===== config.mk =====
export PLATFORM = sky130hd
export DESIGN_NAME = mmix_mem_bridge
export DESIGN_NICKNAME = d
export VERILOG_FILES = /design/src/rtl/mmix_mem_bridge.sv
export SDC_FILE = /design/constraint.sdc
export NUM_CORES = 1
export LEC_CHECK = 0
export ABC_CLOCK_PERIOD_IN_PS = 18310
export BUFFER_PORTS_ARGS = -buffer_cell sky130_fd_sc_hd__buf_4
export CORE_AREA = 2 2 169 204
export CTS_BUF_LIST = sky130_fd_sc_hd__clkbuf_16
export CTS_CLUSTER_SIZE = 14
export DETAILED_ROUTE_END_ITERATION = 10
export DIE_AREA = 0 0 171 206
export PLACE_DENSITY_LB_ADDON = 0.05
export SLEW_MARGIN = 20
export SYNTH_ARGS = -nofsm -noshare
export SYNTH_HDL_FRONTEND = slang
export SYNTH_SLANG_ARGS = --single-unit
export TNS_END_PERCENT = 5

===== constraint.sdc =====
create_clock -name clk -period 18.31 [get_ports clk]
set_input_delay 3.662 -clock clk [delete_from_list [all_inputs] [get_ports clk]]
set_output_delay 3.662 -clock clk [all_outputs]
set_load 0.05 [all_outputs]

===== src/rtl/mmix_mem_bridge.sv =====
// -----------------------------------------------------------------------------
// mmix_mem_bridge
//
// Memory-side responder for the MMIX CPU bus. Each byte/wyde/tetra/octa
// request is broken into one, two or four 16-bit accesses on the external
// asynchronous SRAM. Every halfword access lasts a fixed WAIT cycles.
// Halfwords are visited at ascending addresses, most significant first.
//
// Ports
//   clk, reset        system clock, asynchronous active-high reset
//   mmix_address      CPU byte address (upper bits beyond the SRAM wrap)
//   mmix_datasize     0 byte, 1 wyde, 2 tetra, 3 octa
//   mmix_read/_write  level requests; read wins when both are high
//   mmix_writedata    right-justified write data
//   mmix_readdata     right-justified, zero-extended read result
//   mmix_done         one-cycle completion pulse
//   busy              high from accept through the done cycle
//   sram_*            halfword address, data and active-high strobes
// -----------------------------------------------------------------------------
module mmix_mem_bridge #(
    parameter int ADDR_W = 18,
    parameter int WAIT   = 2
) (
    input  logic              clk,
    input  logic              reset,
    input  logic [63:0]       mmix_address,
    input  logic [1:0]        mmix_datasize,
    input  logic              mmix_read,
    output logic [63:0]       mmix_readdata,
    input  logic              mmix_write,
    input  logic [63:0]       mmix_writedata,
    output logic              mmix_done,
    output logic              busy,
    output logic [ADDR_W-1:0] sram_addr,
    output logic [15:0]       sram_wdata,
    input  logic [15:0]       sram_rdata,
    output logic              sram_ce,
    output logic              sram_oe,
    output logic              sram_we,
    output logic              sram_ub,
    output logic              sram_lb
);

    typedef enum logic [1:0] {
        ST_IDLE,
        ST_ACCESS,
        ST_DONE,
        ST_GAP
    } state_t;

    // Cycle index of the final cycle in a slot, and the cycle index after
    // which the write strobe is released so address/data get one hold cycle.
    localparam logic [3:0] LAST_CYC = 4'(WAIT - 1);
    localparam logic [3:0] WE_OFF   = 4'(WAIT - 2);

    state_t      state_reg;
    logic [3:0]  wait_cnt_reg;   // cycle position inside the current slot
    logic [1:0]  slot_reg;       // current slot number
    logic [1:0]  last_slot_reg;  // slot count minus one
    logic        is_read_reg;
    logic        is_byte_reg;
    logic        byte_odd_reg;   // selects the low byte lane for byte reads
    logic [47:0] acc_reg;        // halfwords read so far, oldest in the top
    logic [47:0] wbuf_reg;       // write halfwords still to send, next on top

    // Decode of the incoming request, used only on the accept edge.
    logic [2:0]        low_mask;
    logic [15:0]       first_hw;
    logic [47:0]       rest_hw;
    logic [1:0]        last_slot;
    logic [ADDR_W-1:0] start_index;
    logic              accept;
    logic              take_read;
    logic              byte_ub;
    logic              byte_lb;

    // Address bits above the SRAM are intentionally ignored (wrap).
    logic unused_addr_bits;
    assign unused_addr_bits = ^mmix_address[63:ADDR_W+1];

    always_comb begin
        low_mask  = 3'd0;
        first_hw  = mmix_writedata[15:0];
        rest_hw   = 48'd0;
        last_slot = 2'd0;
        case (mmix_datasize)
            2'd0: begin
                // A byte is replicated on both lanes; the byte enables pick one.
                first_hw = {mmix_writedata[7:0], mmix_writedata[7:0]};
            end
            2'd1: begin
                low_mask = 3'd1;
            end
            2'd2: begin
                low_mask  = 3'd3;
                first_hw  = mmix_writedata[31:16];
                rest_hw   = {mmix_writedata[15:0], 32'd0};
                last_slot = 2'd1;
            end
            default: begin
                low_mask  = 3'd7;
                first_hw  = mmix_writedata[63:48];
                rest_hw   = mmix_writedata[47:0];
                last_slot = 2'd3;
            end
        endcase
    end

    // Halfword index of the aligned address; bit 0 of the byte address is
    // never part of it, so only mask bits [2:1] matter here.
    assign start_index = mmix_address[ADDR_W:1]
                       & ~{{(ADDR_W-2){1'b0}}, low_mask[2:1]};

    assign accept    = (state_reg == ST_IDLE) && (mmix_read || mmix_write);
    assign take_read = mmix_read;

    // Big-endian byte lanes: even byte address lives in the upper lane.
    assign byte_ub = ~mmix_address[0];
    assign byte_lb =  mmix_address[0];

    always_ff @(posedge clk or posedge reset) begin
        if (reset) begin
            state_reg     <= ST_IDLE;
            wait_cnt_reg  <= 4'd0;
            slot_reg      <= 2'd0;
            last_slot_reg <= 2'd0;
            is_read_reg   <= 1'b0;
            is_byte_reg   <= 1'b0;
            byte_odd_reg  <= 1'b0;
            acc_reg       <= 48'd0;
            wbuf_reg      <= 48'd0;
            mmix_readdata <= 64'd0;
            mmix_done     <= 1'b0;
            busy          <= 1'b0;
            sram_addr     <= '0;
            sram_wdata    <= 16'd0;
            sram_ce       <= 1'b0;
            sram_oe       <= 1'b0;
            sram_we       <= 1'b0;
            sram_ub       <= 1'b0;
            sram_lb       <= 1'b0;
        end else begin
            case (state_reg)
                ST_IDLE: begin
                    if (accept) begin
                        state_reg     <= ST_ACCESS;
                        busy          <= 1'b1;
                        wait_cnt_reg  <= 4'd0;
                        slot_reg      <= 2'd0;
                        last_slot_reg <= last_slot;
                        is_read_reg   <= take_read;
                        is_byte_reg   <= (mmix_datasize == 2'd0);
                        byte_odd_reg  <= mmix_address[0];
                        acc_reg       <= 48'd0;
                        wbuf_reg      <= rest_hw;
                        sram_addr     <= start_index;
                        sram_wdata    <= first_hw;
                        sram_ce       <= 1'b1;
                        sram_oe       <= take_read;
                        sram_we       <= ~take_read;
                        // Only a byte write narrows the lanes.
                        if (!take_read && mmix_datasize == 2'd0) begin
                            sram_ub <= byte_ub;
                            sram_lb <= byte_lb;
                        end else begin
                            sram_ub <= 1'b1;
                            sram_lb <= 1'b1;
                        end
                    end
                end

                ST_ACCESS: begin
                    if (wait_cnt_reg == LAST_CYC) begin
                        // End of a slot: read data has had the full slot to settle.
                        if (slot_reg == last_slot_reg) begin
                            state_reg <= ST_DONE;
                            mmix_done <= 1'b1;
                            sram_ce   <= 1'b0;
                            sram_oe   <= 1'b0;
                            sram_we   <= 1'b0;
                            sram_ub   <= 1'b0;
                            sram_lb   <= 1'b0;
                            if (is_read_reg) begin
                                if (is_byte_reg) begin
                                    mmix_readdata <= {56'd0, byte_odd_reg ? sram_rdata[7:0]
                                                                          : sram_rdata[15:8]};
                                end else begin
                                    // acc_reg starts at zero, so shorter reads
                                    // come out zero-extended.
                                    mmix_readdata <= {acc_reg, sram_rdata};
                                end
                            end
                        end else begin
                            slot_reg     <= slot_reg + 2'd1;
                            wait_cnt_reg <= 4'd0;
                            sram_addr    <= sram_addr + {{(ADDR_W-1){1'b0}}, 1'b1};
                            sram_wdata   <= wbuf_reg[47:32];
                            wbuf_reg     <= {wbuf_reg[31:0], 16'd0};
                            sram_we      <= ~is_read_reg;
                            if (is_read_reg) begin
                                acc_reg <= {acc_reg[31:0], sram_rdata};
                            end
                        end
                    end else begin
                        wait_cnt_reg <= wait_cnt_reg + 4'd1;
                        if (wait_cnt_reg == WE_OFF) begin
                            sram_we <= 1'b0;
                        end
                    end
                end

                ST_DONE: begin
                    mmix_done <= 1'b0;
                    busy      <= 1'b0;
                    state_reg <= ST_GAP;
                end

                // One dead cycle so a CPU holding its request can drop it.
                default: begin
                    state_reg <= ST_IDLE;
                end
            endcase
        end
    end

endmodule

==> impl_metrics.py <==
metrics = {
    "outcome": {
        "status": "finished clean",
    },
    "detailed_routing": {
        "postRouteAntennaNets": 0,
        "drt-wirelength-per-cell_um": 19.2,
        "wl_mm": 30.6,
        "drt_iter0_markers": 388,
        "drcViolationCount": 0,
        "dr.pass1.iters": 5,
        "via_per_inst": 4.90,
        "vias": 7798,
    },
    "hold_path": {
        "hold_start": "sram_wdata[14]",
        "hold_path.class": "reg2reg",
    },
    "worst_setup_path": {
        "cp.arrival_ps": 6110,
        "cp-startpoint": "mmix_read",
        "critical_path_class": "in2reg",
        "cp_max_fo": 93,
        "crit_required_ps": 18730,
        "end_kind": "flop",
        "crit_path_start_kind": "primary input",
        "r2r_start": "state_reg[1]",
    },
    "timing": {
        "hold_ws_ps": 477,
        "clock_skew_ps": 10.5,
        "min_period_ps": 5680,
        "worstMarginPinSlew_ps": 1030,
        "rsz0062_at_grt": "false",
        "fin_ws_ps": 12630,
        "setup_viol": 0,
        "slew_violations": 0,
        "setup-tns-final_ps": 0,
        "finalCritPeriodShare_pct": 31.0,
        "max_freq_mhz": 176,
        "maxSlewHeadroom_pct": 31.1,
        "hold_viol_final": 0,
    },
    "pwr": {
        "ir_drop_mv": 0.101,
        "leakage_nw": 5.76,
        "power_density_nw_per_um2": 176,
    },
    "cells_and_area": {
        "antenna_cells": 0,
        "syn_to_final_growth_pct": 27.9,
        "multiInputGateArea_um2": 3890,
        "largest_reg_flops": 64,
        "drive_gt1_share_pct": 26.0,
        "num-fill-cells": 3420,
        "final_nets": 1274,
        "seq_area_um2": 5360,
    },
    "yosys": {
        "synth_edf_count": 0,
        "syn-num-nets": 1101,
        "synth-seq-cells": 214,
        "synthCells": 947,
        "netlist_area_um2": 9840,
        "avgSynthCellArea_um2": 10.4,
        "ys_seq_area_share_pct": 54.4,
        "ys_async_sr_fraction_pct": 100,
        "yosys_warnings": 0,
        "synth.distinct_cells": 59,
        "ys.flop_type": "dfrtp_1",
    },
    "grt": {
        "grt_pass1_wl_mm": 47.7,
        "grt.met2_usage_pct": 29.7,
        "gr-max-usage-layer": "met2",
        "track_usage_pct": 17.4,
        "grt.met1_usage_pct": 22.3,
        "overflow": 0,
        "globalRouteMet3Util_pct": 4.06,
        "antenna_found_initial": 1,
        "grt_pass1_vias": 7931,
        "grt_max_degree": 107,
    },
    "floorplanning": {
        "die_h_um": 206,
        "die_area_um2": 35200,
        "rows": 74,
        "core-area_um2": 33500,
        "io_pins": 255,
        "start_util_pct": 29.4,
        "fp.dieW_um": 171,
    },
    "placed_design": {
        "io_buffers": 209,
        "dp_slack_ps": 12050,
        "routabilityCongestion": 0.751,
        "dp.final_hpwl_mm": 20.0,
    },
    "clock_network": {
        "clock_latency_ps": 540,
        "clockBufferDepth": 3,
        "cts_tree": "done",
        "cts-root-buf": "clkbuf_16",
        "cts.sinks": 214,
        "postCtsResizedCells": 0,
        "cts_buffers": 26,
        "clk_pin_slew_worst_paths_ps": 60,
        "post_cts_buffers": 0,
        "ctsHoldBuffers": 0,
        "htreeDepth": 1,
    },
    "run": {
        "maxCapViolCount": 0,
    },
}
[worst paths after layout]
path / cells past startpoint / endpoint / slack, ps
worst max register to register: 9 / sram_addr[5] / 14810
worst min-delay path: 2 / sram_wdata[14] / 480
min in group asynchronous: 2 / mmix_readdata[55] / 3270
worst max-delay path: 8 / sram_addr[9] / 12630
max in group asynchronous: 3 / wbuf_reg[6] / 13600
worst min register to register: 2 / sram_wdata[14] / 480
[metal layers]
layer / share of wire [%] / vias up
met5: 0.052 / -
li1: - / 3752
met3: 5.5 / 31
met1: 43 / 3828
met2: 50 / 185
met4: 1.5 / 2
[power breakdown]
group | leakage [nW] | total (mW) | switching [mW] | internal (mW)
combinational | 2.57 | 0.978 | 0.667 | 0.311
sequential | 2.76 | 0.722 | 0.103 | 0.618
clock | 0.427 | 0.521 | 0.208 | 0.313
total | 5.76 | 2.22 | 0.978 | 1.24
[cells by family after synthesis]
kind of cell,count (synthesis),share of synthesized area (%)
flip-flops,214,54.4
AO/OA/AOI/OAI,286,19.9
buffers and inverters,145,6.55
adder cells (fa/ha/maj),4,0.508
XOR/XNOR,3,0.267
multiplexers,43,5.12
AND/OR/NAND/NOR,252,13.3
[layout make-up]
| class | instances | area share [%] |
|---|---|---|
| Multi-Input combinational cell | 588 | 30.9 |
| Timing Repair Buffer | 220 | 13.1 |
| Clock inverter | 19 | 1.57 |
| Sequential cell | 214 | 42.5 |
| Tap cell | 456 | 4.53 |
| Clock buffer | 26 | 5.17 |
| Inverter | 70 | 2.15 |
[worst max-delay path, stage by stage]
cell	delay [ps]
buf_4	150
or3b_1	500
o21ai_2	240
buf_4	310
a21o_2	120
buf_4	720
a21oi_1	80
o221a_2	280
[metrics by stage]
step                cell area, µm²  total power, mW  utilization, %  instances
floorplan                     9840             1.42               -        947
global placement             11700             1.72            35.0       1548
detailed placement           11700             1.73            35.0       1548
CTS                          12600             2.26            37.5       1593
global route                 12600             2.38            37.6       1593
finish                       12600             2.22            37.6       1593
[layout by cell type, fill, tap and decap left out, types with 19 or more instances in the layout]
cell,synthesis,layout
nand2_1,46,46
o21ai_1,25,25
nand3b_1,57,57
mux2i_1,20,20
dfrtp_1,214,214
mux2_2,19,19
a22o_1,64,64
o21ai_0,67,67
clkbuf_16,0,26
nor2_1,96,92
buf_4,11,220
a21oi_1,41,41
a221oi_1,33,33
inv_1,69,71
[synth_stat cells, drive strengths merged, types with 2 or more instances]
| library cell | n | area [µm²] |
|---|---|---|
| clkbuf | 31 | 116 |
| o22ai | 6 | 37.5 |
| nand3 | 13 | 65.1 |
| ha | 4 | 50.1 |
| nor2b | 2 | 12.5 |
| mux4 | 4 | 90.1 |
| a22o | 64 | 561 |
| nand3b | 57 | 428 |
| nand4 | 5 | 31.3 |
| nand4b | 2 | 17.5 |
| nor4 | 8 | 50.1 |
| a21o | 8 | 60.1 |
| o211ai | 2 | 15.0 |
| or4 | 2 | 15.0 |
| a221oi | 33 | 289 |
| a32oi | 3 | 26.3 |
| inv | 70 | 263 |
| nor3 | 8 | 45.0 |
| a211o | 4 | 35.0 |
| a21oi | 42 | 214 |
| dfrtp | 214 | 5360 |
| a211oi | 11 | 82.6 |
| o31ai | 2 | 15.0 |
| or3b | 2 | 17.5 |
| and4 | 3 | 26.3 |
| a22oi | 6 | 45.0 |
| xor2 | 2 | 17.5 |
| mux2 | 19 | 214 |
| mux2i | 20 | 200 |
| and3 | 3 | 18.8 |
| o21ai | 94 | 478 |
| nand2 | 46 | 173 |
| or2 | 2 | 12.5 |
| nor2 | 96 | 360 |
| buf | 44 | 265 |
(Power assumes the default switching activity.)
